<file path="src/rtl/alu_share_arbiter.sv">
// Round-robin arbiter sharing one 4-bit add/subtract ALU among NUM_REQ requesters.
// Results land in a single registered response slot tagged with the requester ID.

module alu_4bit (
    input  logic [3:0] i_a,
    input  logic [3:0] i_b,
    input  logic       i_op,
    output logic [3:0] o_result,
    output logic       o_carry
);
    logic [4:0] w_sum;

    // Bit 4 is the carry for add and the borrow (a < b) for subtract.
    always_comb begin
        if (i_op) begin
            w_sum = {1'b0, i_a} - {1'b0, i_b};
        end else begin
            w_sum = {1'b0, i_a} + {1'b0, i_b};
        end
    end

    assign o_result = w_sum[3:0];
    assign o_carry  = w_sum[4];
endmodule

module alu_share_arbiter #(
    parameter  int unsigned NUM_REQ = 3,
    localparam int unsigned ID_W    = $clog2(NUM_REQ)
) (
    input  logic                 clk,
    input  logic                 reset,
    input  logic [NUM_REQ-1:0]   req_valid,
    input  logic [4*NUM_REQ-1:0] req_a,
    input  logic [4*NUM_REQ-1:0] req_b,
    input  logic [NUM_REQ-1:0]   req_op,
    output logic [NUM_REQ-1:0]   req_ready,
    output logic                 rsp_valid,
    input  logic                 rsp_ready,
    output logic [ID_W-1:0]      rsp_id,
    output logic [3:0]           rsp_result,
    output logic                 rsp_carry
);
    logic            r_valid;
    logic [ID_W-1:0] r_id;
    logic [3:0]      r_result;
    logic            r_carry;
    logic [ID_W-1:0] r_last;

    logic            w_can_accept;
    logic            w_xfer;
    logic            w_grant_vld;
    logic [ID_W-1:0] w_grant;
    logic [ID_W:0]   w_idx;
    logic [3:0]      w_alu_a;
    logic [3:0]      w_alu_b;
    logic            w_alu_op;
    logic [3:0]      w_alu_result;
    logic            w_alu_carry;

    assign w_can_accept = !r_valid || rsp_ready;

    // Search from last+1, wrapping, for the first valid requester.
    always_comb begin
        w_grant     = '0;
        w_grant_vld = 1'b0;
        w_idx       = '0;
        for (int unsigned k = 0; k < NUM_REQ; k++) begin
            w_idx = {1'b0, r_last} + (ID_W+1)'(k + 1);
            if (w_idx >= (ID_W+1)'(NUM_REQ)) begin
                w_idx = w_idx - (ID_W+1)'(NUM_REQ);
            end
            if (!w_grant_vld && req_valid[w_idx[ID_W-1:0]]) begin
                w_grant_vld = 1'b1;
                w_grant     = w_idx[ID_W-1:0];
            end
        end
    end

    // Never accept while reset is asserted so the reset cycle shows no ready.
    assign w_xfer = w_grant_vld && w_can_accept && !reset;

    always_comb begin
        req_ready = '0;
        if (w_xfer) begin
            req_ready[w_grant] = 1'b1;
        end
    end

    // Steer the granted requester's operands into the shared ALU.
    always_comb begin
        w_alu_a  = '0;
        w_alu_b  = '0;
        w_alu_op = 1'b0;
        for (int unsigned i = 0; i < NUM_REQ; i++) begin
            if (w_grant == ID_W'(i)) begin
                w_alu_a  = req_a[4*i +: 4];
                w_alu_b  = req_b[4*i +: 4];
                w_alu_op = req_op[i];
            end
        end
    end

    alu_4bit u_alu (
        .i_a      (w_alu_a),
        .i_b      (w_alu_b),
        .i_op     (w_alu_op),
        .o_result (w_alu_result),
        .o_carry  (w_alu_carry)
    );

    // Response slot: a push overrides a pop; a pop alone only clears valid.
    always_ff @(posedge clk) begin
        if (reset) begin
            r_valid  <= 1'b0;
            r_id     <= '0;
            r_result <= '0;
            r_carry  <= 1'b0;
            r_last   <= ID_W'(NUM_REQ - 1);
        end else if (w_xfer) begin
            r_valid  <= 1'b1;
            r_id     <= w_grant;
            r_result <= w_alu_result;
            r_carry  <= w_alu_carry;
            r_last   <= w_grant;
        end else if (rsp_ready) begin
            r_valid  <= 1'b0;
        end
    end

    assign rsp_valid  = r_valid;
    assign rsp_id     = r_id;
    assign rsp_result = r_result;
    assign rsp_carry  = r_carry;
endmodule

</file>
<file path="config.mk">
export PLATFORM = sky130hd
export DESIGN_NAME = alu_share_arbiter
export DESIGN_NICKNAME = d
export VERILOG_FILES = /design/src/rtl/alu_share_arbiter.sv
export SDC_FILE = /design/constraint.sdc
export NUM_CORES = 1
export LEC_CHECK = 0
export ABC_AREA = 1
export BUFFER_PORTS_ARGS = -buffer_cell sky130_fd_sc_hd__buf_2
export CAP_MARGIN = 20
export CORE_MARGIN = 5
export CORE_UTILIZATION = 50
export CTS_BUF_LIST = sky130_fd_sc_hd__clkbuf_8
export DETAILED_ROUTE_END_ITERATION = 10
export GPL_TIMING_DRIVEN = 0
export HOLD_SLACK_MARGIN = 0.06
export PLACE_DENSITY = 0.81
export SETUP_SLACK_MARGIN = 0.02
export SLEW_MARGIN = 20
export SYNTH_ARGS = -nofsm -noshare
export SYNTH_HDL_FRONTEND = slang
export SYNTH_SLANG_ARGS = --single-unit
</file>
<file path="constraint.sdc">
create_clock -name clk -period 5.9 [get_ports clk]
set_input_delay 0.295 -clock clk [delete_from_list [all_inputs] [get_ports clk]]
set_output_delay 0.295 -clock clk [all_outputs]
set_load 0.005 [all_outputs]
</file>
==> results of run 1 <==
==> flip-flops by register name, summed over array words and instances (netlist names) <==
name	cells
r_last	1
rsp_carry	1
rsp_id	2
rsp_result	4
rsp_valid	1
==> final timing paths <==
path | cells past startpoint | end | start | slack [ps]
max | 22 | rsp_result[3]$_SDFFE_PP0P_ | rsp_id[0]$_SDFFE_PP0P_ | 2220
min | 2 | rsp_id[1]$_SDFFE_PP0P_ | reset | 250
max reg2reg | 22 | rsp_result[3]$_SDFFE_PP0P_ | rsp_id[0]$_SDFFE_PP0P_ | 2220
min reg2reg | 2 | rsp_id[1]$_SDFFE_PP0P_ | rsp_id[1]$_SDFFE_PP0P_ | 470
==> layer usage <==
layer  routed length [um]  vias up
met5                    0        -
met4                   46        0
met3                  202        5
met2                 1310       48
met1                 1240      524
li1                     -      629
==> logic make-up after synthesis <==
logic type / after synthesis / synth area share (%)
flops: 9 / 16.8
buf+inv: 34 / 13.7
xor+xnor: 3 / 2.45
fa+ha+maj: 9 / 11.2
compound gates: 18 / 10.4
simple gates: 95 / 45.5
==> stage by stage <==
step           instance area [um^2]  util [%]
5_1_grt                        1370      68.3
4_1_cts                        1370      68.3
3_5_place_dp                   1320      66.0
3_3_place_gp                   1320      66.0
6_report                       1370      68.3
2_1_floorplan                  1070         -
==> layout by cell type (no fill, tap or decap), types with 2 or more instances in the layout <==
cell                       count
sky130_fd_sc_hd__nor2_4        3
sky130_fd_sc_hd__xor2_1        2
sky130_fd_sc_hd__o21a_1        2
sky130_fd_sc_hd__nand3_1      21
sky130_fd_sc_hd__clkbuf_8      3
sky130_fd_sc_hd__nand2_4       2
sky130_fd_sc_hd__ha_1          8
sky130_fd_sc_hd__nand2_2       5
sky130_fd_sc_hd__a21oi_1       5
sky130_fd_sc_hd__nand3_2       7
sky130_fd_sc_hd__inv_1        29
sky130_fd_sc_hd__nand4_1       2
sky130_fd_sc_hd__nor2_1        7
sky130_fd_sc_hd__buf_2        43
sky130_fd_sc_hd__nand2_1      45
sky130_fd_sc_hd__inv_4         3
sky130_fd_sc_hd__o21ai_0       6
sky130_fd_sc_hd__nor2_2        2
sky130_fd_sc_hd__dfxtp_1       9
==> area by class of cell <==
class / instances / area (um^2) / share of cell area [%]
inverters: 32 / 128 / 9.34
repair buffers: 43 / 215 / 15.8
well taps: 27 / 33.8 / 2.47
flip-flops and latches: 9 / 180 / 13.2
plain buffers: 2 / 18.8 / 1.37
multi-input cells: 125 / 746 / 54.6
clock buffers: 3 / 41.3 / 3.02
clock inverters: 1 / 3.75 / 0.275
==> results by stage, run 1 <==
Routing:
- The via total after detailed routing is 1206.
- The starting DRC count in detailed routing is between 40 and 50.
- The final layout contains routed wiring with a total length of ~2800 um.
- The number of nets with antenna violations after detailed routing is 0.
- For this run, the detailed router's first-pass iteration total came to 4.
- After detailed routing, the number of remaining DRC violations is 0.
- Using the TritonRoute via totals, the vias-per-cell ratio works out to between 4 and 5.
- In the final routed layout, each cell accounts on average for about 12 um.

STA:
- The count of endpoints failing hold in the final timing report is 0.
- The setup slack after layout is approximately 2200 ps.
- The actual transition at the worst max-transition pin is between 300 and 400 ps.
- Dividing the final minimum period by the clock period gives 62.4%.
- The total count of max-transition violations in the final report came to 0.
- Setup repair after global routing left no endpoint under its margin.
- In the final timing run, aggregate negative setup slack is 0 ps.
- The worst pin sits at a relative slew slack of 78.5%.
- Clock skew on the completed layout was measured at between 0.4 and 0.5 ps.
- Final hold analysis gives a worst-case slack of 245 ps.
- Setup violations remaining at the end of the flow were counted as 0.
- Subtracting the final worst setup slack from the clock period gives about 3700 ps.
- Timing would allow up to roughly 270 MHz.

Global route:
- For this run, the total global-route usage over all layers was measured as a little under a fifth.
- The via count of the first global-routing pass was about 1200.
- The fraction of met1 tracks used by global routing is between 20% and 30%.
- The met3 track demand over resource in global routing is roughly 2.5%.
- Summed over all layers, the global routing overflow is 0.
- Entering global routing, the biggest net connects 11 pins.
- In this run the most used layer during global routing was met2.
- For met2 alone, demand over resource in global routing was 32.6%.
- The first global-routing pass estimated just under 5000 um of wire.
- The initial antenna violation count came to 0.

Worst setup path:
- The worst path required time is 6030 ps.
- The family of cells with the greatest summed delay on the critical path is simple AND/OR/NAND/NOR gates.
- The sort of element at the start of the critical path is a flip-flop.
- The signal on the critical path passes through inv_2 -> ha_1 -> buf_6 -> inv_4 -> nand2_1 -> nand2_2 -> nor2_2 -> nor2_2 -> nand3_1 -> nand2_2 -> nand2_1 -> nand3_1 -> o21ai_1 -> ha_1 -> nor3_1 -> xor2_1 -> ha_1 -> a21oi_1 -> nand2_1 -> xor2_1 -> o21ai_0 -> inv_1.
- The kind of end point of the critical path is a flip-flop.
- Along the worst path, the maximum fanout reaches 9.
- Together, buffers and inverters on the worst path number 4.
- The slowest stage of the critical path is the sky130_fd_sc_hd__dfxtp_1 cell.
- The critical path in this run is classified as flip-flop to flip-flop.
- The largest single stage delay on the critical path is roughly 430 ps.
- At the worst endpoint, the arrival time is between 3000 and 4000 ps.

Clock tree:
- The number of buffers on the longest clock path is 2.
- The root buffer selected by CTS is sky130_fd_sc_hd__clkbuf_8.
- The number of clock buffers added by TritonCTS is 3.
- The post-cts hold buffer count is 0.
- The clock slew at the register clock pins of the worst setup and hold paths is 40 ps.
- For this design, the sink count on the clock tree is 9.
- The clock network latency to the later pin of the worst-skew pair is 230 ps.
- The clock tree from TritonCTS is yes.
- The number of post-CTS setup repair buffers is 0.
- The number of cells upsized or downsized after cts is 0.
- CTS built an H-tree with a depth of 1.

Synthesis:
- The count of flip-flops with a built-in enable after synthesis is 0.
- The cell count after synthesis came out at approximately 170.
- For this run, the leading register cell type out of synthesis is sky130_fd_sc_hd__dfxtp_1.
- Yosys mapped the design onto 28 distinct sky130hd cell types.
- The post-synth design cell area is ~1100 um^2.
- The commonest cells after synthesis are sky130_fd_sc_hd__nand2_1, sky130_fd_sc_hd__inv_1, sky130_fd_sc_hd__nand3_1.
- The largest area contributor in the netlist is sky130_fd_sc_hd__dfxtp_1.
- By area the synthesized netlist is led by sky130_fd_sc_hd__dfxtp_1, sky130_fd_sc_hd__nand2_1, sky130_fd_sc_hd__inv_1.
- The synthesized area divided by synthesized cell count is 6.38 um^2.
- The post-synthesis sequential element count is 9.
- The post-synthesis net count is 210.
- After synthesis, flip-flops and latches occupy between 10% and 20% of the total area.
- Counting flops with an async set or reset pin after synthesis yields a share of 0%.
- The fraction of synthesized cell area taken by the top area cell type is between 15 and 20%.
- The Yosys step of the flow raised 0 warnings.
- The most common cell in the synthesized netlist is sky130_fd_sc_hd__nand2_1.

Placement:
- OpenSTA, run right after detailed placement, puts the worst setup slack at between 2000 and 2500 ps.
- The number of placed instances, taps included, is 238.
- At the end of routability-driven placement, the weighted congestion stood at 0.839.
- The count of port buffers added during placement is 43.
- The half-perimeter wire length of the detailed placement result is around 2300 um.

Layout:
- The filler cells instantiated in the layout total 183.
- The repair_antennas step left the layout with diodes totalling 0.
- Leaving out filler cells and counting taps, the final layout contains 242.
- The share of cells above drive strength 1 is between 30% and 40%.
- The layout net count is roughly 260.
- The growth of design area from synthesis to finish is 27.4%.

Min path:
- The class of the tightest hold or removal check is input port to flip-flop.

Floorplanning:
- The core region is about 2000 um^2.
- The area enclosed by the die boundary is 3170 um^2.
- The site row count is 16.
- For this design the top-level I/O count stands at 44.
- The vertical die dimension is approximately 56 um.
- The chip width is 56.3 um.
- The starting density of the core is between 50 and 60%.

Run:
- The number of violations of the max-capacitance limit is 0.

Run status:
- The flow ran to the end, and the final reports show no timing, DRC or antenna violations.
Power of run 1 is not shown: default switching activity piles up to over one toggle a cycle in this logic, so the estimate is an artifact.
==> run 2, diff against run 1 <==
--- a/config.mk
+++ b/config.mk
@@ -5,16 +5,16 @@
 export SDC_FILE = /design/constraint.sdc
 export NUM_CORES = 1
 export LEC_CHECK = 0
-export ABC_AREA = 1
+export ABC_AREA = 0
 export BUFFER_PORTS_ARGS = -buffer_cell sky130_fd_sc_hd__buf_2
 export CAP_MARGIN = 20
 export CORE_MARGIN = 5
-export CORE_UTILIZATION = 50
+export CORE_UTILIZATION = 49
 export CTS_BUF_LIST = sky130_fd_sc_hd__clkbuf_8
 export DETAILED_ROUTE_END_ITERATION = 10
 export GPL_TIMING_DRIVEN = 0
 export HOLD_SLACK_MARGIN = 0.06
-export PLACE_DENSITY = 0.81
+export PLACE_DENSITY = 0.8
 export SETUP_SLACK_MARGIN = 0.02
 export SLEW_MARGIN = 20
 export SYNTH_ARGS = -nofsm -noshare
==> constraint.sdc (replaced) <==
create_clock -name clk -period 3.55 [get_ports clk]
set_input_delay 0.1775 -clock clk [delete_from_list [all_inputs] [get_ports clk]]
set_output_delay 0.1775 -clock clk [all_outputs]
set_load 0.005 [all_outputs]
==> run 2 against run 1 <==
  * Worst hold slack lost 42 ps
  * Global-route usage shrank 0.28 points
  * Critical path depth shrank 5
  * Clock-buffer cell count is the same
  * Fmax grew 6.4%
==> results by stage, run 2 <==
Run status:
- The flow ran to the end, and the final reports show no timing, DRC or antenna violations.

Worst setup path:
- The library cell contributing the largest single delay on the critical path is sky130_fd_sc_hd__dfxtp_4.
- The worst setup path is captured at a flip-flop.
- The largest incremental delay on the critical path is 360 ps (-70 ps).
- The start-to-end type of the worst setup path is flip-flop to flip-flop.
- The worst path required time is 3670 ps (-2360 ps).
- Among the stages of the critical path, the cell type that occurs most often is sky130_fd_sc_hd__ha_4.
- The signal on the critical path passes through inv_2 -> ha_4 -> buf_6 -> mux2i_1 -> o22ai_2 -> a311oi_4 -> or2_4 -> a221oi_4 -> ha_4 -> nor3_4 -> xor2_1 -> ha_1 -> a21o_1 -> a21oi_2 -> nor2_1 -> o211ai_1 -> o211ai_2.
- The data arrival time at the worst-slack endpoint is 3580 ps (-230 ps).
- The worst setup path is launched from a flip-flop.
- The largest fanout on the critical path came to 6 (-3).

Global route:
- The met2 usage in global routing is 36.1% (+3.6 points).
- The maximum number of pins on one net before global-route repair is 11 (unchanged).
- The via count of the first global-routing pass is 1106 (-4.7%).
- The first-pass GRT wire length is 4670 um (-4.8%).
- The initial antenna violation count is 0 (unchanged).
- met2 is the most crowded layer.
- The fraction of met1 tracks used by global routing was 17.0% (-6.0 points).
- The met3 track demand over resource in global routing was 6.53% (+4.0 points).
- The global router's overall resource usage was 18.4% (-0.28 points).
- The total congestion overflow is 0 (unchanged).

Routing:
- The starting DRC count in detailed routing is 32 (-27%).
- The detail-routed via count per cell is 5.64 (+13%).
- The detailed-route wire length per cell is 15.6 um (+35%).
- The via total after detailed routing was 1178 (-2.3%).
- The number of optimization iterations in the first detailed-route pass is 4 (unchanged).
- The number of nets with antenna violations after detailed routing is 0 (unchanged).
- The final wirelength came to 3260 um (+16%).
- The DRC violation count after routing was 0 (unchanged).

STA:
- The highest attainable clock frequency came to 289 MHz (+6.4%).
- The total negative setup slack is 0 ps (unchanged).
- The total setup violations reported at the end of the flow is 0 (unchanged).
- The minimum hold slack was 204 ps (-41.8 ps).
- The setup clock skew after layout is 0.651 ps (+0.211 ps).
- The count of endpoints failing hold in the final timing report is 0 (unchanged).
- The total count of max-transition violations in the final report is 0 (unchanged).
- The relative max-transition margin is 63.6% (-15 points).
- The portion of the clock cycle consumed by the worst path in the final layout is 97.5% (+35 points).
- The actual transition at the worst max-transition pin is 546 ps (+226 ps).
- The post-layout minimum cycle time was 3460 ps (-220 ps).

Layout:
- The area of the multi-input gates came to 858 um^2 (+15%).
- The total of fill cells in the finished design came to 159 (-13%).
- The layout net count is 225 (-13%).
- The growth of design area from synthesis to finish is 47.7%.
- The number of flip-flops in the largest register was 4 (unchanged).
- Leaving out fill and tap cells, the most frequent cells in the layout are sky130_fd_sc_hd__buf_2, sky130_fd_sc_hd__nand2_1, sky130_fd_sc_hd__buf_4.
- The storage element area is 185 um^2 (+2.8%).
- Leaving out fill and tap cells, the most frequent cell in the layout is sky130_fd_sc_hd__buf_2.
- The share of cells above drive strength 1 is 46.7% (+13 points).
- The final antenna diode count was 0 (unchanged).

Synthesis:
- The warning count from the yosys run is 0 (unchanged).
- The fraction of synthesized cell area taken by the top area cell type is 17.8% (+1.0 points).
- By area the synthesized netlist is led by sky130_fd_sc_hd__dfxtp_1, sky130_fd_sc_hd__ha_1, sky130_fd_sc_hd__nand2_1.
- The commonest cells after synthesis are sky130_fd_sc_hd__nand2_1, sky130_fd_sc_hd__nor2_1, sky130_fd_sc_hd__a21oi_1, sky130_fd_sc_hd__dfxtp_1, sky130_fd_sc_hd__ha_1.
- The proportion of synthesized chip area in sequential cells was 17.8% (+1.0 points).
- The synthesized area divided by synthesized cell count is 8.08 um^2 (+27%).
- The synthesized design spends more area on one cell type than any other, namely sky130_fd_sc_hd__dfxtp_1.
- The count of flip-flops with a built-in enable after synthesis is 0 (unchanged).
- The fraction of registers with async set or reset after synthesis is 0% (unchanged).
- The number of distinct library cell variants in the gate-level netlist after synthesis is 43 (+54%).
- The number of cells produced by synthesis is 125 (-26%).
- The post-synth design cell area was 1010 um^2 (-5.8%).
- The post-synthesis sequential element count was 9 (unchanged).
- The most numerous cell in the Yosys netlist is sky130_fd_sc_hd__nand2_1.
- The commonest register cell after synthesis is sky130_fd_sc_hd__dfxtp_1.
- The post-synthesis net count was 167 (-20%).

Clock tree:
- The clock buffer count from CTS is 3 (unchanged).
- The clock tree from TritonCTS is yes.
- The sink count of the clock tree is 9 (unchanged).
- The root buffer selected by CTS is sky130_fd_sc_hd__clkbuf_8.
- The maximum level of the CTS H-tree is 1 (unchanged).
- The post-cts hold buffer count is 0 (unchanged).
- The clock slew at the register clock pins of the worst setup and hold paths is 50 ps (about the same).
- The clock network latency to the later pin of the worst-skew pair was 240 ps (about the same).
- The number of buffers on the longest clock path is 2 (unchanged).

Floorplanning:
- The chip width came to 55.4 um (-1.6%).
- The total I/O pin count is 44 (unchanged).
- The starting density of the core was 51.5% (-2.1 points).
- The site row count is 16 (unchanged).
- The vertical die dimension is 55.4 um (-1.6%).
- The core box area is 1960 um^2 (-2.0%).
- The area enclosed by the die boundary came to 3070 um^2 (-3.2%).

Placement:
- The count of port buffers added during placement is 42 (-2.3%).
- The placer's final routability congestion estimate is 0.828 (-1.3%).
- The half-perimeter wire length of the detailed placement result came to 2180 um (-5.3%).

Power:
- The worst vdd rail ir drop is ~0.00042 V.
- Summed over all cells, the static leakage comes to about 0.72 nW.
- For this design the ratio of total power to cell area is ~780 nW/um^2.

Run:
- The number of violations of the max-capacitance limit is 0 (unchanged).

Min path:
- The class of the tightest hold or removal check is input port to flip-flop.
[run 2: cell count changes after synthesis, sizes merged, moves of 4 or more]
cell	change
nand3	-27
inv	-25
nand2	-38
mux2i	+5
a21oi	+4
a221oi	+4
nand2b	+4
[run 2: what timing repair did]
| action | in CTS | in global routing |
|---|---|---|
| resized for setup | 11 | 10 |
| endpoints found under the setup margin | 4 | 2 |
| buffers inserted | 4 | 8 |
| pin swaps | 4 | 12 |
| cloned | 0 | 0 |
[run 2: area by class of cell]
class | count | area share, %
clock inverters | 1 | 0.336
multi-input cells | 102 | 57.6
clock buffers | 3 | 2.77
repair buffers | 53 | 19.6
flip-flops and latches | 9 | 12.4
inverters | 7 | 1.76
well taps | 27 | 2.27
plain buffers | 7 | 3.27
[run 2: worst paths after layout]
check                                       startpoint                     end  depth (start not counted)  slack [ps]
worst max-delay path            rsp_id[0]$_SDFFE_PP0P_  rsp_carry$_SDFFE_PP0P_                         17          90
worst min-delay path                             reset  rsp_id[0]$_SDFFE_PP0P_                          2         200
worst max register to register  rsp_id[0]$_SDFFE_PP0P_  rsp_carry$_SDFFE_PP0P_                         17          90
worst min register to register  rsp_id[1]$_SDFFE_PP0P_  rsp_id[1]$_SDFFE_PP0P_                          2         470
[run 2: through the flow]
stage	total power (W)	instances	util, %	area (um^2)	worst slack (ps)
finish	0.00117	209	76.0	1490	88.1
global route	0.00125	209	76.0	1490	-67.6
CTS	0.00104	202	71.1	1400	20.9
detailed placement	0.000822	194	63.9	1250	-369
global placement	0.000790	194	63.9	1250	-249
floorplan	0.000666	125	-	1010	42.8
[run 2: per-layer routing]
metal  up-vias  wire length [um]
li1        562                 -
met1       552              1190
met2        50              1740
met3        14               227
met4         0               102
met5         -                 0
[run 2: worst max-delay path: cells and delay by family (launching register included)]
| family | cells | cell delay [ps] |
|---|---|---|
| buffers and inverters | 2 | 150 |
| AND/OR/NAND/NOR | 3 | 500 |
| multiplexers | 1 | 200 |
| adder cells (fa/ha/maj) | 3 | 770 |
| flip-flops | 1 | 360 |
| XOR/XNOR | 1 | 250 |
| AO/OA/AOI/OAI | 7 | 1100 |
[run 2: cell families (layout without fill, tap and decap cells)]
| family | Yosys count | count (layout) | synth area share [%] |
|---|---|---|---|
| multiplexers | 5 | 5 | 4.96 |
| adder cells (fa/ha/maj) | 9 | 9 | 11.9 |
| flip-flops | 9 | 9 | 17.8 |
| buffers and inverters | 14 | 71 | 7.31 |
| XOR/XNOR | 4 | 4 | 3.47 |
| AO/OA/AOI/OAI | 37 | 37 | 29.5 |
| AND/OR/NAND/NOR | 47 | 47 | 25.0 |
[run 2: power breakdown]
part           internal, W  total, W  switching (W)
combinational     0.000428  0.000889       0.000461
sequential        0.000136  0.000155      0.0000194
clock            0.0000769  0.000122      0.0000450
total             0.000641   0.00117       0.000525
(Power assumes the default switching activity.)
==> run 3, diff against run 2 <==
--- a/config.mk
+++ b/config.mk
@@ -6,6 +6,7 @@
 export NUM_CORES = 1
 export LEC_CHECK = 0
 export ABC_AREA = 0
+export ABC_CLOCK_PERIOD_IN_PS = 3550
 export BUFFER_PORTS_ARGS = -buffer_cell sky130_fd_sc_hd__buf_2
 export CAP_MARGIN = 20
 export CORE_MARGIN = 5
@@ -15,8 +16,10 @@
 export GPL_TIMING_DRIVEN = 0
 export HOLD_SLACK_MARGIN = 0.06
 export PLACE_DENSITY = 0.8
+export REMOVE_ABC_BUFFERS = 1
 export SETUP_SLACK_MARGIN = 0.02
 export SLEW_MARGIN = 20
 export SYNTH_ARGS = -nofsm -noshare
 export SYNTH_HDL_FRONTEND = slang
 export SYNTH_SLANG_ARGS = --single-unit
+export TNS_END_PERCENT = 10
==> run 3 against run 2 <==
  * Final cell count decreased by 4.3%
  * Power decreased by 8.1%
  * Worst setup slack improved by 30 ps
  * Cell area decreased by 4.8%
  * Clock-buffer cell count unchanged
  * Worst hold slack improved by 10 ps
  * Via count decreased by 7.3%
  * Die area unchanged
==> results by stage, run 3 (synthesized netlist as in run 2, its figures left out) <==
Run status:
- The run finished with clean final reports.

STA:
- The total negative setup slack is 0 ps (unchanged).
- The portion of the clock cycle consumed by the worst path in the final layout is 96.7% (-0.85 points).
- The actual transition at the worst max-transition pin is 434 ps (-111 ps).
- The total count of max-transition violations in the final report is 0 (unchanged).
- Setup repair after global routing could not meet its margin everywhere.
- The setup clock skew after layout is 3.61 ps (+2.96 ps).
- The count of endpoints failing hold in the final timing report is 0 (unchanged).
- The highest attainable clock frequency is 291 MHz (+0.88%).
- The post-layout minimum cycle time came to 3430 ps (-30.0 ps).
- The total setup violations reported at the end of the flow is 0 (unchanged).
- The relative max-transition margin was 70.6% (+7.0 points).

Routing:
- The starting DRC count in detailed routing is 21 (-34%).
- The detailed-route wire length per cell came to 14.5 um (-6.8%).
- The via total after detailed routing was 1092 (-7.3%).
- The final wirelength is 2900 um (-11%).
- The number of optimization iterations in the first detailed-route pass is 5 (+1).
- The number of nets with antenna violations after detailed routing is 0 (unchanged).
- The detail-routed via count per cell came to 5.46 (-3.1%).
- The DRC violation count after routing was 0 (unchanged).

Global route:
- The met3 track demand over resource in global routing is 2.80% (-3.7 points).
- The via count of the first global-routing pass is 1109 (+0.27%).
- The total congestion overflow is 0 (unchanged).
- In this run the most used layer during global routing was met2.
- The initial antenna violation count is 0 (unchanged).
- The maximum number of pins on one net before global-route repair came to 16 (+5).
- The met2 usage in global routing came to 36.1% (unchanged).
- The global router's overall resource usage is 18.5% (+0.12 points).
- The first-pass GRT wire length is 4700 um (+0.58%).
- The fraction of met1 tracks used by global routing is 19.6% (+2.6 points).

Power:
- The static leakage came to 0.680 nW (-5.8%).
- The total power per unit cell area was 755 nW/um^2 (-3.5%).
- The worst vdd rail ir drop was 0.000427 V (+0.64%).

Worst setup path:
- The worst setup path is launched from a flip-flop.
- The data arrival time at the worst-slack endpoint was 3540 ps (-40 ps).
- The worst-case register-to-register setup slack came to 120 ps (+30 ps).
- The worst setup path is captured at a flip-flop.
- In this run the worst setup path begins at rsp_id[0]$_SDFFE_PP0P_.
- The start of the worst register-to-register path is rsp_id[0]$_SDFFE_PP0P_.
- The largest fanout on the critical path came to 7 (+1).
- The start-to-end type of the worst setup path is flip-flop to flip-flop.
- The worst path required time is 3660 ps (about the same).

Clock tree:
- The clock buffer count from CTS came to 3 (unchanged).
- The post-cts hold buffer count came to 0 (unchanged).
- TritonCTS built the clock tree.
- The clock network latency to the later pin of the worst-skew pair is 240 ps (about the same).
- The number of buffers on the longest clock path is 2 (unchanged).
- The tree is rooted in a sky130_fd_sc_hd__clkbuf_8.
- The maximum level of the CTS H-tree is 1 (unchanged).
- The clock slew at the register clock pins of the worst setup and hold paths is 50 ps (about the same).
- The sink count of the clock tree came to 9 (unchanged).

Placement:
- The placer's final routability congestion estimate is 0.842 (+1.7%).
- The placed standard-cell area is 1210 um^2 (-3.4%).
- The number of placed cells counting well taps came to 188 (-3.1%).
- The half-perimeter wire length of the detailed placement result was 2050 um (-5.7%).
- The count of port buffers added during placement was 43 (+2.4%).

Layout:
- The final instance area was 1420 um^2 (-4.8%).
- The number of flip-flops in the largest register came to 4 (unchanged).
- The layout net count came to 216 (-4.0%).
- The share of cells above drive strength 1 is 44.5% (-2.2 points).
- The growth of design area from synthesis to finish is 40.6%.
- The final antenna diode count is 0 (unchanged).
- The most common cell after layout, fill and taps aside is sky130_fd_sc_hd__buf_2.
- The total of fill cells in the finished design is 164 (+3.1%).
- In the layout the commonest cells are sky130_fd_sc_hd__buf_2, sky130_fd_sc_hd__nand2_1, sky130_fd_sc_hd__nor2_1.
- The number of standard cells in the final layout excluding fillers is 200 (-4.3%).

Min path:
- The source of the worst hold timing path is reset.
- The class of the tightest hold or removal check is input port to flip-flop.

Floorplanning:
- The total I/O pin count was 44 (unchanged).
- The core box area came to 1960 um^2 (unchanged).
- The area enclosed by the die boundary is 3070 um^2 (unchanged).
- The site row count is 16 (unchanged).
- The vertical die dimension is 55.4 um (unchanged).
- The starting density of the core is 51.5% (unchanged).
- The chip width is 55.4 um (unchanged).

Run:
- The number of violations of the max-capacitance limit came to 0 (unchanged).
run 3: cell types whose count changed in the layout (fill, tap and decap cells not counted), sizes merged:
cell and delta:
inv +1, buf -7, clkinv -1, clkbuf -2
run 3: repair_timing:
item / 4_1_cts / 5_1_grt
pin swaps: 4 / 9
resized for setup: 15 / 5
endpoints found under the setup margin: 4 / 2
gates cloned: 0 / 0
hold endpoints to repair: 0 / 0
buffers inserted: 4 / 4
run 3: power breakdown:
| group | total, W | internal [W] | switching (W) |
|---|---|---|---|
| clock | 0.000120 | 0.0000757 | 0.0000442 |
| combinational | 0.000797 | 0.000380 | 0.000417 |
| sequential | 0.000155 | 0.000136 | 0.0000188 |
run 3: per-layer routing:
layer	part of all wire, %	vias up
met1	38	505
met3	6.1	5
met5	0	-
li1	-	544
met2	55	38
met4	1.4	0
run 3: worst paths after layout:
path                       endpoint  depth (start not counted)
max          rsp_carry$_SDFFE_PP0P_                         17
min reg2reg  rsp_id[1]$_SDFFE_PP0P_                          2
min          rsp_id[1]$_SDFFE_PP0P_                          2
max reg2reg  rsp_carry$_SDFFE_PP0P_                         17
run 3: critical path, cell delays in order (launching register included):
cell                       delay, ps
sky130_fd_sc_hd__dfxtp_4         370
sky130_fd_sc_hd__inv_1            80
sky130_fd_sc_hd__ha_2            220
sky130_fd_sc_hd__mux2i_1         140
sky130_fd_sc_hd__o22ai_2         220
sky130_fd_sc_hd__a311oi_2         60
sky130_fd_sc_hd__buf_4           170
sky130_fd_sc_hd__or2_4           290
sky130_fd_sc_hd__a221oi_4        360
sky130_fd_sc_hd__ha_4            190
sky130_fd_sc_hd__nor3_2           40
sky130_fd_sc_hd__xor2_1          160
sky130_fd_sc_hd__ha_1            360
sky130_fd_sc_hd__a21o_1          200
sky130_fd_sc_hd__a21oi_2         140
sky130_fd_sc_hd__nor2_1           50
sky130_fd_sc_hd__o211ai_1        130
sky130_fd_sc_hd__o211ai_2        110
run 3: final cells by class:
| class | instances | area, um^2 | share of cell area, % |
|---|---|---|---|
| inverters | 7 | 26.3 | 1.85 |
| well taps | 27 | 33.8 | 2.38 |
| clock inverters | 1 | 3.75 | 0.264 |
| repair buffers | 51 | 279 | 19.6 |
| multi-input cells | 102 | 851 | 59.9 |
| flip-flops and latches | 9 | 185 | 13.0 |
| clock buffers | 3 | 41.3 | 2.91 |
run 3: metrics by stage:
step	worst slack, ps	hold slack (ps)	util (%)	power (W)
floorplan	-14.4	247	-	0.000640
global route	-32.8	237	72.4	0.00117
detailed placement	-541	448	61.7	0.000796
global placement	-355	441	61.7	0.000764
CTS	51.0	205	70.1	0.00102
finish	118	214	72.4	0.00107
